**src/rtl/alu_ctrl_pkg.sv**
```systemverilog
// Shared types and constants for the ALU command arbiter and its helpers.
package alu_ctrl_pkg;

    localparam int CMD_W = 12;
    localparam logic [2:0] OP_CAS = 3'b111;

    // Command field positions: op | a1 | a2 | a3
    localparam int OP_MSB = 11;
    localparam int OP_LSB = 9;
    localparam int A1_MSB = 8;
    localparam int A1_LSB = 6;
    localparam int A2_MSB = 5;
    localparam int A2_LSB = 3;
    localparam int A3_MSB = 2;
    localparam int A3_LSB = 0;

    typedef enum logic [1:0] {
        ARB_IDLE    = 2'd0,
        ARB_ISSUE   = 2'd1,
        ARB_WAIT    = 2'd2,
        ARB_RESPOND = 2'd3
    } arb_state_t;

    function automatic logic is_cas(input logic [CMD_W-1:0] cmd);
        return cmd[OP_MSB:OP_LSB] == OP_CAS;
    endfunction

endpackage

```
**src/rtl/alu_cmd_arbiter_rr_picker.sv**
```systemverilog
// Rotating-priority encoder: first set request at or after ptr (mod N) wins.
module rr_picker #(
    parameter int N    = 4,
    parameter int ID_W = 2
) (
    input  logic [N-1:0]    req,
    input  logic [ID_W-1:0] ptr,
    output logic [N-1:0]    gnt,
    output logic [ID_W-1:0] id,
    output logic            any
);

    logic [ID_W-1:0] idx;

    // Scan from the pointer upward with wrap; the first hit takes the grant.
    always_comb begin
        gnt = '0;
        id  = '0;
        any = 1'b0;
        idx = '0;
        for (int k = 0; k < N; k++) begin
            idx = ID_W'((int'(ptr) + k) % N);
            if (!any && req[idx]) begin
                gnt[idx] = 1'b1;
                id       = idx;
                any      = 1'b1;
            end
        end
    end

endmodule

```
**src/rtl/alu_cmd_arbiter.sv**
```systemverilog
// Round-robin arbiter sharing one register-file/ALU controller among N
// requesters: accept a command, pulse syscall, wait out the controller's
// fixed sequence, then hand the r7 snapshot back to the winner.
module alu_cmd_arbiter
    import alu_ctrl_pkg::*;
#(
    parameter int N           = 4,
    parameter int ID_W        = (N > 1) ? $clog2(N) : 1,
    parameter int HOLD_CYCLES = 5,
    parameter int MAX_LOCK    = 3
) (
    input  logic                clk,
    input  logic                rst_n,
    input  logic [N-1:0]        req_valid,
    input  logic [N*CMD_W-1:0]  req_cmd,
    input  logic [N-1:0]        req_lock,
    output logic [N-1:0]        req_ready,
    output logic [CMD_W-1:0]    cmd_out,
    output logic                syscall_out,
    input  logic [31:0]         r7_in,
    output logic                resp_valid,
    input  logic                resp_ready,
    output logic [ID_W-1:0]     resp_id,
    output logic [31:0]         resp_data,
    output logic                resp_cas,
    output logic                busy
);

    localparam int CNT_W  = $clog2(HOLD_CYCLES + 1);
    localparam int LOCK_W = $clog2(MAX_LOCK + 1);

    arb_state_t        state_q, state_d;
    logic [CNT_W-1:0]  cnt_q, cnt_d;
    logic [ID_W-1:0]   rr_ptr_q, rr_ptr_d;
    logic [LOCK_W-1:0] lock_cnt_q, lock_cnt_d;
    logic [CMD_W-1:0]  cmd_q, cmd_d;
    logic [ID_W-1:0]   win_id_q, win_id_d;
    logic              cas_q, cas_d;
    logic              resp_valid_q, resp_valid_d;
    logic [ID_W-1:0]   resp_id_q, resp_id_d;
    logic [31:0]       resp_data_q, resp_data_d;
    logic              resp_cas_q, resp_cas_d;

    logic [N-1:0]      pick_gnt;
    logic [ID_W-1:0]   pick_id;
    logic              pick_any;
    logic [CMD_W-1:0]  cmd_arr [N];

    rr_picker #(
        .N    (N),
        .ID_W (ID_W)
    ) u_picker (
        .req (req_valid),
        .ptr (rr_ptr_q),
        .gnt (pick_gnt),
        .id  (pick_id),
        .any (pick_any)
    );

    for (genvar i = 0; i < N; i++) begin : g_cmd
        assign cmd_arr[i] = req_cmd[i*CMD_W +: CMD_W];
    end

    // Next-state, counter, latch and pointer logic for the arbitration FSM.
    always_comb begin
        state_d      = state_q;
        cnt_d        = cnt_q;
        rr_ptr_d     = rr_ptr_q;
        lock_cnt_d   = lock_cnt_q;
        cmd_d        = cmd_q;
        win_id_d     = win_id_q;
        cas_d        = cas_q;
        resp_valid_d = resp_valid_q;
        resp_id_d    = resp_id_q;
        resp_data_d  = resp_data_q;
        resp_cas_d   = resp_cas_q;

        case (state_q)
            ARB_IDLE: begin
                if (pick_any) begin
                    cmd_d    = cmd_arr[pick_id];
                    win_id_d = pick_id;
                    cas_d    = is_cas(cmd_arr[pick_id]);
                    state_d  = ARB_ISSUE;
                end
            end
            ARB_ISSUE: begin
                cnt_d   = CNT_W'(HOLD_CYCLES - 1);
                state_d = ARB_WAIT;
            end
            ARB_WAIT: begin
                if (cnt_q == '0) begin
                    resp_valid_d = 1'b1;
                    resp_data_d  = r7_in;
                    resp_id_d    = win_id_q;
                    resp_cas_d   = cas_q;
                    state_d      = ARB_RESPOND;
                end else begin
                    cnt_d = cnt_q - 1'b1;
                end
            end
            ARB_RESPOND: begin
                if (resp_ready) begin
                    resp_valid_d = 1'b0;
                    state_d      = ARB_IDLE;
                    // A locking winner keeps priority up to MAX_LOCK grants in a row.
                    if (req_lock[win_id_q] && (lock_cnt_q < LOCK_W'(MAX_LOCK - 1))) begin
                        rr_ptr_d   = win_id_q;
                        lock_cnt_d = lock_cnt_q + 1'b1;
                    end else begin
                        rr_ptr_d   = (win_id_q == ID_W'(N - 1)) ? '0 : win_id_q + 1'b1;
                        lock_cnt_d = '0;
                    end
                end
            end
            default: state_d = ARB_IDLE;
        endcase
    end

    // State and datapath registers; reset abandons any command in flight.
    always_ff @(posedge clk or negedge rst_n) begin
        if (!rst_n) begin
            state_q      <= ARB_IDLE;
            cnt_q        <= '0;
            rr_ptr_q     <= '0;
            lock_cnt_q   <= '0;
            cmd_q        <= '0;
            win_id_q     <= '0;
            cas_q        <= 1'b0;
            resp_valid_q <= 1'b0;
            resp_id_q    <= '0;
            resp_data_q  <= '0;
            resp_cas_q   <= 1'b0;
        end else begin
            state_q      <= state_d;
            cnt_q        <= cnt_d;
            rr_ptr_q     <= rr_ptr_d;
            lock_cnt_q   <= lock_cnt_d;
            cmd_q        <= cmd_d;
            win_id_q     <= win_id_d;
            cas_q        <= cas_d;
            resp_valid_q <= resp_valid_d;
            resp_id_q    <= resp_id_d;
            resp_data_q  <= resp_data_d;
            resp_cas_q   <= resp_cas_d;
        end
    end

    // The accept strobe is combinational and must be silent while reset is held.
    assign req_ready   = (state_q == ARB_IDLE && rst_n) ? pick_gnt : '0;
    assign syscall_out = (state_q == ARB_ISSUE);
    assign cmd_out     = cmd_q;
    assign busy        = (state_q != ARB_IDLE);
    assign resp_valid  = resp_valid_q;
    assign resp_id     = resp_id_q;
    assign resp_data   = resp_data_q;
    assign resp_cas    = resp_cas_q;

endmodule

```
**config.mk**
```make
export PLATFORM = sky130hd
export DESIGN_NAME = alu_cmd_arbiter
export DESIGN_NICKNAME = d
export VERILOG_FILES = /design/src/rtl/alu_ctrl_pkg.sv /design/src/rtl/alu_cmd_arbiter_rr_picker.sv /design/src/rtl/alu_cmd_arbiter.sv
export SDC_FILE = /design/constraint.sdc
export NUM_CORES = 1
export LEC_CHECK = 0
export BUFFER_PORTS_ARGS = -buffer_cell sky130_fd_sc_hd__buf_2
export CAP_MARGIN = 20
export CORE_MARGIN = 1.5
export CORE_UTILIZATION = 51
export DETAILED_ROUTE_END_ITERATION = 16
export GPL_ROUTABILITY_DRIVEN = 0
export PLACE_DENSITY_LB_ADDON = 0.08
export SYNTH_ARGS = -nofsm -noshare
export SYNTH_HDL_FRONTEND = slang
export SYNTH_HIERARCHICAL = 1
export SYNTH_SLANG_ARGS = --single-unit
```
**constraint.sdc**
```tcl
create_clock -name clk -period 6.4 [get_ports clk]
set_input_delay 0.96 -clock clk [delete_from_list [all_inputs] [get_ports clk]]
set_output_delay 0.96 -clock clk [all_outputs]
set_load 0.1 [all_outputs]
```
======== Yosys cells after proc, flatten, opt, wreduce, memory -nomap -nowiden ========
Cells that the tools add are included.
storage, ports and cells
  register bits after elaboration ......... 60
  bits in latches ......................... 0
  memory bits (writable) .................. 0
  bits in read-only memories .............. 0
  bits of input ports ..................... 91
  output and inout port bits .............. 54
  logic and storage cells ................. 110
  memories kept ........................... 0
operators by class
  add/subtract/negate cells ............... 6
  $mul .................................... 0
  divide/modulo/power cells ............... 0
  $lt $le $gt $ge ......................... 11
  eq/ne operators ......................... 9
  shift-type cells ........................ 0
  mux-type cells .......................... 46
  bitwise operators ....................... 4
  reduce and logical (&&, ||, !) cells .... 23
operators with widths
  kind                 count
  $bmux 12 s2          1
  $mux 12              2
  $mux 2               10
  $mux 4               5
  $lt 2x3->1 const B   5
  $mux 1               15
  $or 4x4->4           3
  $bmux 1 s2           5
  $logic_and 1x1->1    9
  $demux 1 s2          4
  $ge 2x1->1 const B   4
  $ne 2x2->1 const B   4
  $pmux 2 s4           1
  $reduce_and 2->1     4
  $add 2x1->2 const B  3
  $eq 2x2->1 const B   3
  $pmux 3 s2           1
  $reduce_and 3->1     2
  $reduce_bool 2->1    3
  $add 2x2->2 const B  2
  $eq 3x3->1 const B   1
  $ge 3x3->1 const B   1
  $logic_not 1->1      3
  $logic_not 3->1      1
  7 further kinds      7

======== Longest topological paths before layout ========
  depth in word-level cells ............... 17
  gate-level depth with buffers ........... 11
  depth with buffers taken out ............ 9

======== Hierarchy ========
Netlist, hierarchy kept.
by module, submodules not included
  module           instances  cells each  area an instance (µm²)  sequential area each (µm²)
  alu_cmd_arbiter  1          265         2822.7                  1501.4
  rr_picker        1          45          419.2                   0.0

======== Worst setup path before layout ========
OpenSTA, ideal clock, no wires.
  path type ............................... input to output
  from .................................... in req_valid[2]
  to ...................................... out req_ready[0]
  arrival time ............................ 2.854 ns
  data required time ...................... 5.440 ns
  setup slack ............................. 2.586 ns
  cell stages on the path ................. 6
  buffers on the path ..................... 1
  path through ............................ mux4_2 -> buf_6 -> nor4b_4 -> a22oi_1 -> o21ai_0 -> and3_1
between the ends
  longest elaborated chain between the ends .. 13
  elaborated cells between the ends (all ways) .. 25
  those cells by class .................... mux: 16; bitwise: 3; reduce/logical: 6
ends and longest elaborated chain
  item                          line                             text
  start: declaration            alu_cmd_arbiter.sv:14            input logic [N-1:0] req_valid,
  $bmux 1 s2                    alu_cmd_arbiter_rr_picker.sv:23  if (!any && req[idx]) begin
  $mux 1 (implied by the code)  alu_cmd_arbiter_rr_picker.sv:23
  $mux 1                        alu_cmd_arbiter_rr_picker.sv:23
  $logic_not 1->1               alu_cmd_arbiter_rr_picker.sv:23
  $logic_and 1x1->1             alu_cmd_arbiter_rr_picker.sv:23
  $mux 1                        alu_cmd_arbiter_rr_picker.sv:23
  $logic_not 1->1               alu_cmd_arbiter_rr_picker.sv:23
  $logic_and 1x1->1             alu_cmd_arbiter_rr_picker.sv:23
  $mux 1                        alu_cmd_arbiter_rr_picker.sv:23
  $logic_not 1->1               alu_cmd_arbiter_rr_picker.sv:23
  $logic_and 1x1->1             alu_cmd_arbiter_rr_picker.sv:23
  $mux 4 (*)                    alu_cmd_arbiter_rr_picker.sv:23
  net pick_gnt[0]               alu_cmd_arbiter.sv:44            logic [N-1:0] pick_gnt;
  $mux 4 (*)                    alu_cmd_arbiter.sv:150           assign req_ready = (state_q == ARB_IDLE && rst_n) ? pick_gnt : '0;
  end: declaration              alu_cmd_arbiter.sv:17            output logic [N-1:0] req_ready,
The timed path passes the listed nets; every way through them passes the cells marked *. The select of a mux whose other input is x is not followed.

======== Final worst setup path ========
  from .................................... reg rr_ptr_q[0]
  to ...................................... out req_ready[3]
between the ends
  longest elaborated chain between the ends .. 13
  elaborated cells between the ends (all ways) .. 48
  those cells by class .................... add/sub: 3; order compare: 8; mux: 24; bitwise: 3; reduce/logical: 10
ends and longest elaborated chain
  item                                                                 line                             text
  start: declaration                                                   alu_cmd_arbiter.sv:34            logic [ID_W-1:0] rr_ptr_q, rr_ptr_d;
  start signal: assignment                                             alu_cmd_arbiter.sv:137           rr_ptr_q <= rr_ptr_d;
  parallel branches: the longest is 11 deep, another holds $lt 2x3->1  -
  $mux 4 (*)                                                           alu_cmd_arbiter_rr_picker.sv:23
  net pick_gnt[3]                                                      alu_cmd_arbiter.sv:44
  $mux 4 (*)                                                           alu_cmd_arbiter.sv:150
Mark *: on every way through the listed nets, which the timed path passes. The select of a mux whose other input is x is not followed.

==> results.json <==
{
  "wl_per_cell_um": 13.3,
  "vias_per_cell": 5.21,
  "drv_slew": 0,
  "clock-sinks": 60,
  "fin_crit_ns": 4.21,
  "r2r_slack_ns": 2.78,
  "cts_tree": "done",
  "antennaDiodeCount": 0,
  "syn_area_mm2": 0.00324,
  "die_h_um": 82.7,
  "hold_depth": 2,
  "path_max_fanout": 13,
  "fin_setup_tns_ns": 0,
  "syn_nets": 413,
  "final_common_cell": "buf_2",
  "wirelength_mm": 7.11,
  "critPathSlowestCell": "dfrtp_1",
  "reg2regPathDepth": 8,
  "yosys_most_used_dff": "dfrtp_1",
  "row_count": 28,
  "portBuffers": 144,
  "worstPathRequired_ns": 5.44,
  "cp_num_buf_inv": 2,
  "synth-async-reset-ratio": 1.00,
  "setup_viol": 0,
  "drc": 0,
  "start_kind": "flip-flop",
  "num_vias": 2781,
  "core_area_mm2": 0.00603,
  "cap_violations": 0,
  "synthCells": 310,
  "grt_usage": 0.214,
  "antenna_found_initial": 0,
  "ios": 145,
  "area_growth_syn_to_layout_pct": 30.1,
  "cts_resized": 0,
  "hpwl_mm": 5.31,
  "synth.distinct_cells": 39,
  "skew_ns": 0.00865,
  "cts_buffers": 9,
  "grt_pass1_vias": 2584,
  "start_util": 0.538,
  "worst_pin_slew_ns": 0.878,
  "firstDrtPassIters": 4,
  "fp.dieW_um": 82.7,
  "fillers": 473,
  "fmax_mhz": 238,
  "drive_gt1_frac": 0.423,
  "overflow": 0,
  "avgSynthCellArea_um2": 10.5,
  "ys_seq_elements": 60,
  "clockRootBuffer": "clkbuf_8",
  "grt_start_max_net_pins": 65,
  "relSlewSlack": 0.415,
  "cp_slowest_stage_delay_ns": 0.68,
  "status": "finished, final reports clean",
  "fin_crit_sh": 0.658,
  "path_delay_family": "flip-flops",
  "critPathArrivalTime_ns": 3.25,
  "critPathCaptureType": "output pin",
  "dp_cells": 518,
  "final-hold-violation-count": 0,
  "finalNetCount": 557,
  "yosysWarnings": 6,
  "crit_path_cell_trace": "inv_1, ha_1, mux4_2, nor4b_4, a22oi_1, o21ai_0, and3_1, buf_2",
  "hold_class": "flip-flop to flip-flop",
  "worstSkewPairLatency_ns": 0.32,
  "final_cell_mix": "buf_2, nand2_1, dfrtp_1",
  "worstHoldStart": "resp_cas",
  "rr_endpoint": "cas_q",
  "critPathKind": "flip-flop to output pin",
  "rsz0062_at_grt": "no",
  "grt_pass1_wl_mm": 11.0,
  "drt-initial-drc-count": 101,
  "r2r_start": "rr_ptr_q[0]",
  "die-area_mm2": 0.00684,
  "cts_max_level": 3,
  "stdcell_count": 534,
  "whs_endpoint": "resp_cas",
  "path_clk_slew_ns": 0.06,
  "postCtsSetupBuffers": 0,
  "synth-seq-area-share": 0.463,
  "clk_path_buf_depth": 2,
  "ant_nets": 0,
  "synth-edff-count": 0,
  "hold_buffers": 0
}
==> Yosys cell counts (all sizes together), types with 3 or more instances <==
master,instances,area share
nand2,112,0.13
dfrtp,60,0.46
mux2,18,0.063
mux4,16,0.12
ha,12,0.046
o21ai,11,0.017
buf,10,0.021
inv,10,0.012
a22oi,9,0.021
nor2,5,0.0058
and3,4,0.0077
clkbuf,4,0.0046
nand2b,4,0.0077
a21o,3,0.0069
mux2i,3,0.0093
nand3,3,0.0046
nor2b,3,0.0058
==> registers in the layout, summed over array words and instances (netlist names) <==
signal      count
cnt_q           3
cmd_out        12
resp_cas        1
state_q         2
cas_q           1
lock_cnt_q      2
rr_ptr_q        2
resp_data      32
win_id_q        2
resp_id         2
resp_valid      1
==> layer usage <==
metal / GRT usage / vias up / share of wire
li1: - / 1365 / -
met3: 0.0505 / 8 / 0.077
met2: 0.376 / 116 / 0.49
met5: 0 / - / 0
met4: 0.0883 / 0 / 0.013
met1: 0.249 / 1292 / 0.42
==> worst max-delay path by stage <==
stage / startpoint / to / slack [ns] / cells after the start
final: rr_ptr_q[0] / req_ready[3] / 2.19 / 8
after global routing: rr_ptr_q[0] / req_ready[3] / 2.02 / 8
after CTS: rr_ptr_q[0] / req_ready[3] / 2.19 / 8
after detailed placement: req_valid[3] / req_ready[3] / 2.49 / 7
after global placement: req_valid[3] / req_ready[2] / 2.57 / 7
after floorplan: req_valid[2] / req_ready[0] / 2.59 / 6
==> cell type report <==
type | count | area (um2) | area share
clock buffers | 12 | 135 | 0.0320
clock inverters | 4 | 73.8 | 0.0175
inverters | 10 | 37.5 | 0.00890
multi-input cells | 226 | 1630 | 0.387
flip-flops and latches | 60 | 1500 | 0.356
well taps | 75 | 93.8 | 0.0222
repair buffers | 147 | 743 | 0.176
==> per-stage QoR <==
step / setup WS (ns) / hold slack (ns) / util / area [um2]
after floorplan: 2.59 / 0.439 / - / 3240
after global placement: 2.57 / 0.452 / 0.665 / 4010
after detailed placement: 2.49 / 0.457 / 0.665 / 4010
after CTS: 2.19 / 0.473 / 0.700 / 4220
after global routing: 2.02 / 0.502 / 0.700 / 4220
final: 2.19 / 0.469 / 0.700 / 4220
==> cell families after synthesis <==
group / synth area share
AO/OA/AOI/OAI: 0.0799
buffers and inverters: 0.0370
AND/OR/NAND/NOR: 0.186
flip-flops: 0.463
multiplexers: 0.188
adder cells (fa/ha/maj): 0.0463
==> worst reg2reg max path, cell delays in order, from the launching register on <==
cell	delay, ns
dfrtp_1	0.68
inv_1	0.17
ha_1	0.39
mux4_2	0.44
o311ai_0	0.42
a32o_1	0.58
mux4_2	0.39
nor2b_1	0.16
a32o_1	0.29
Power is not shown: default switching activity piles up to over one toggle a cycle in this logic, so the estimate is an artifact.
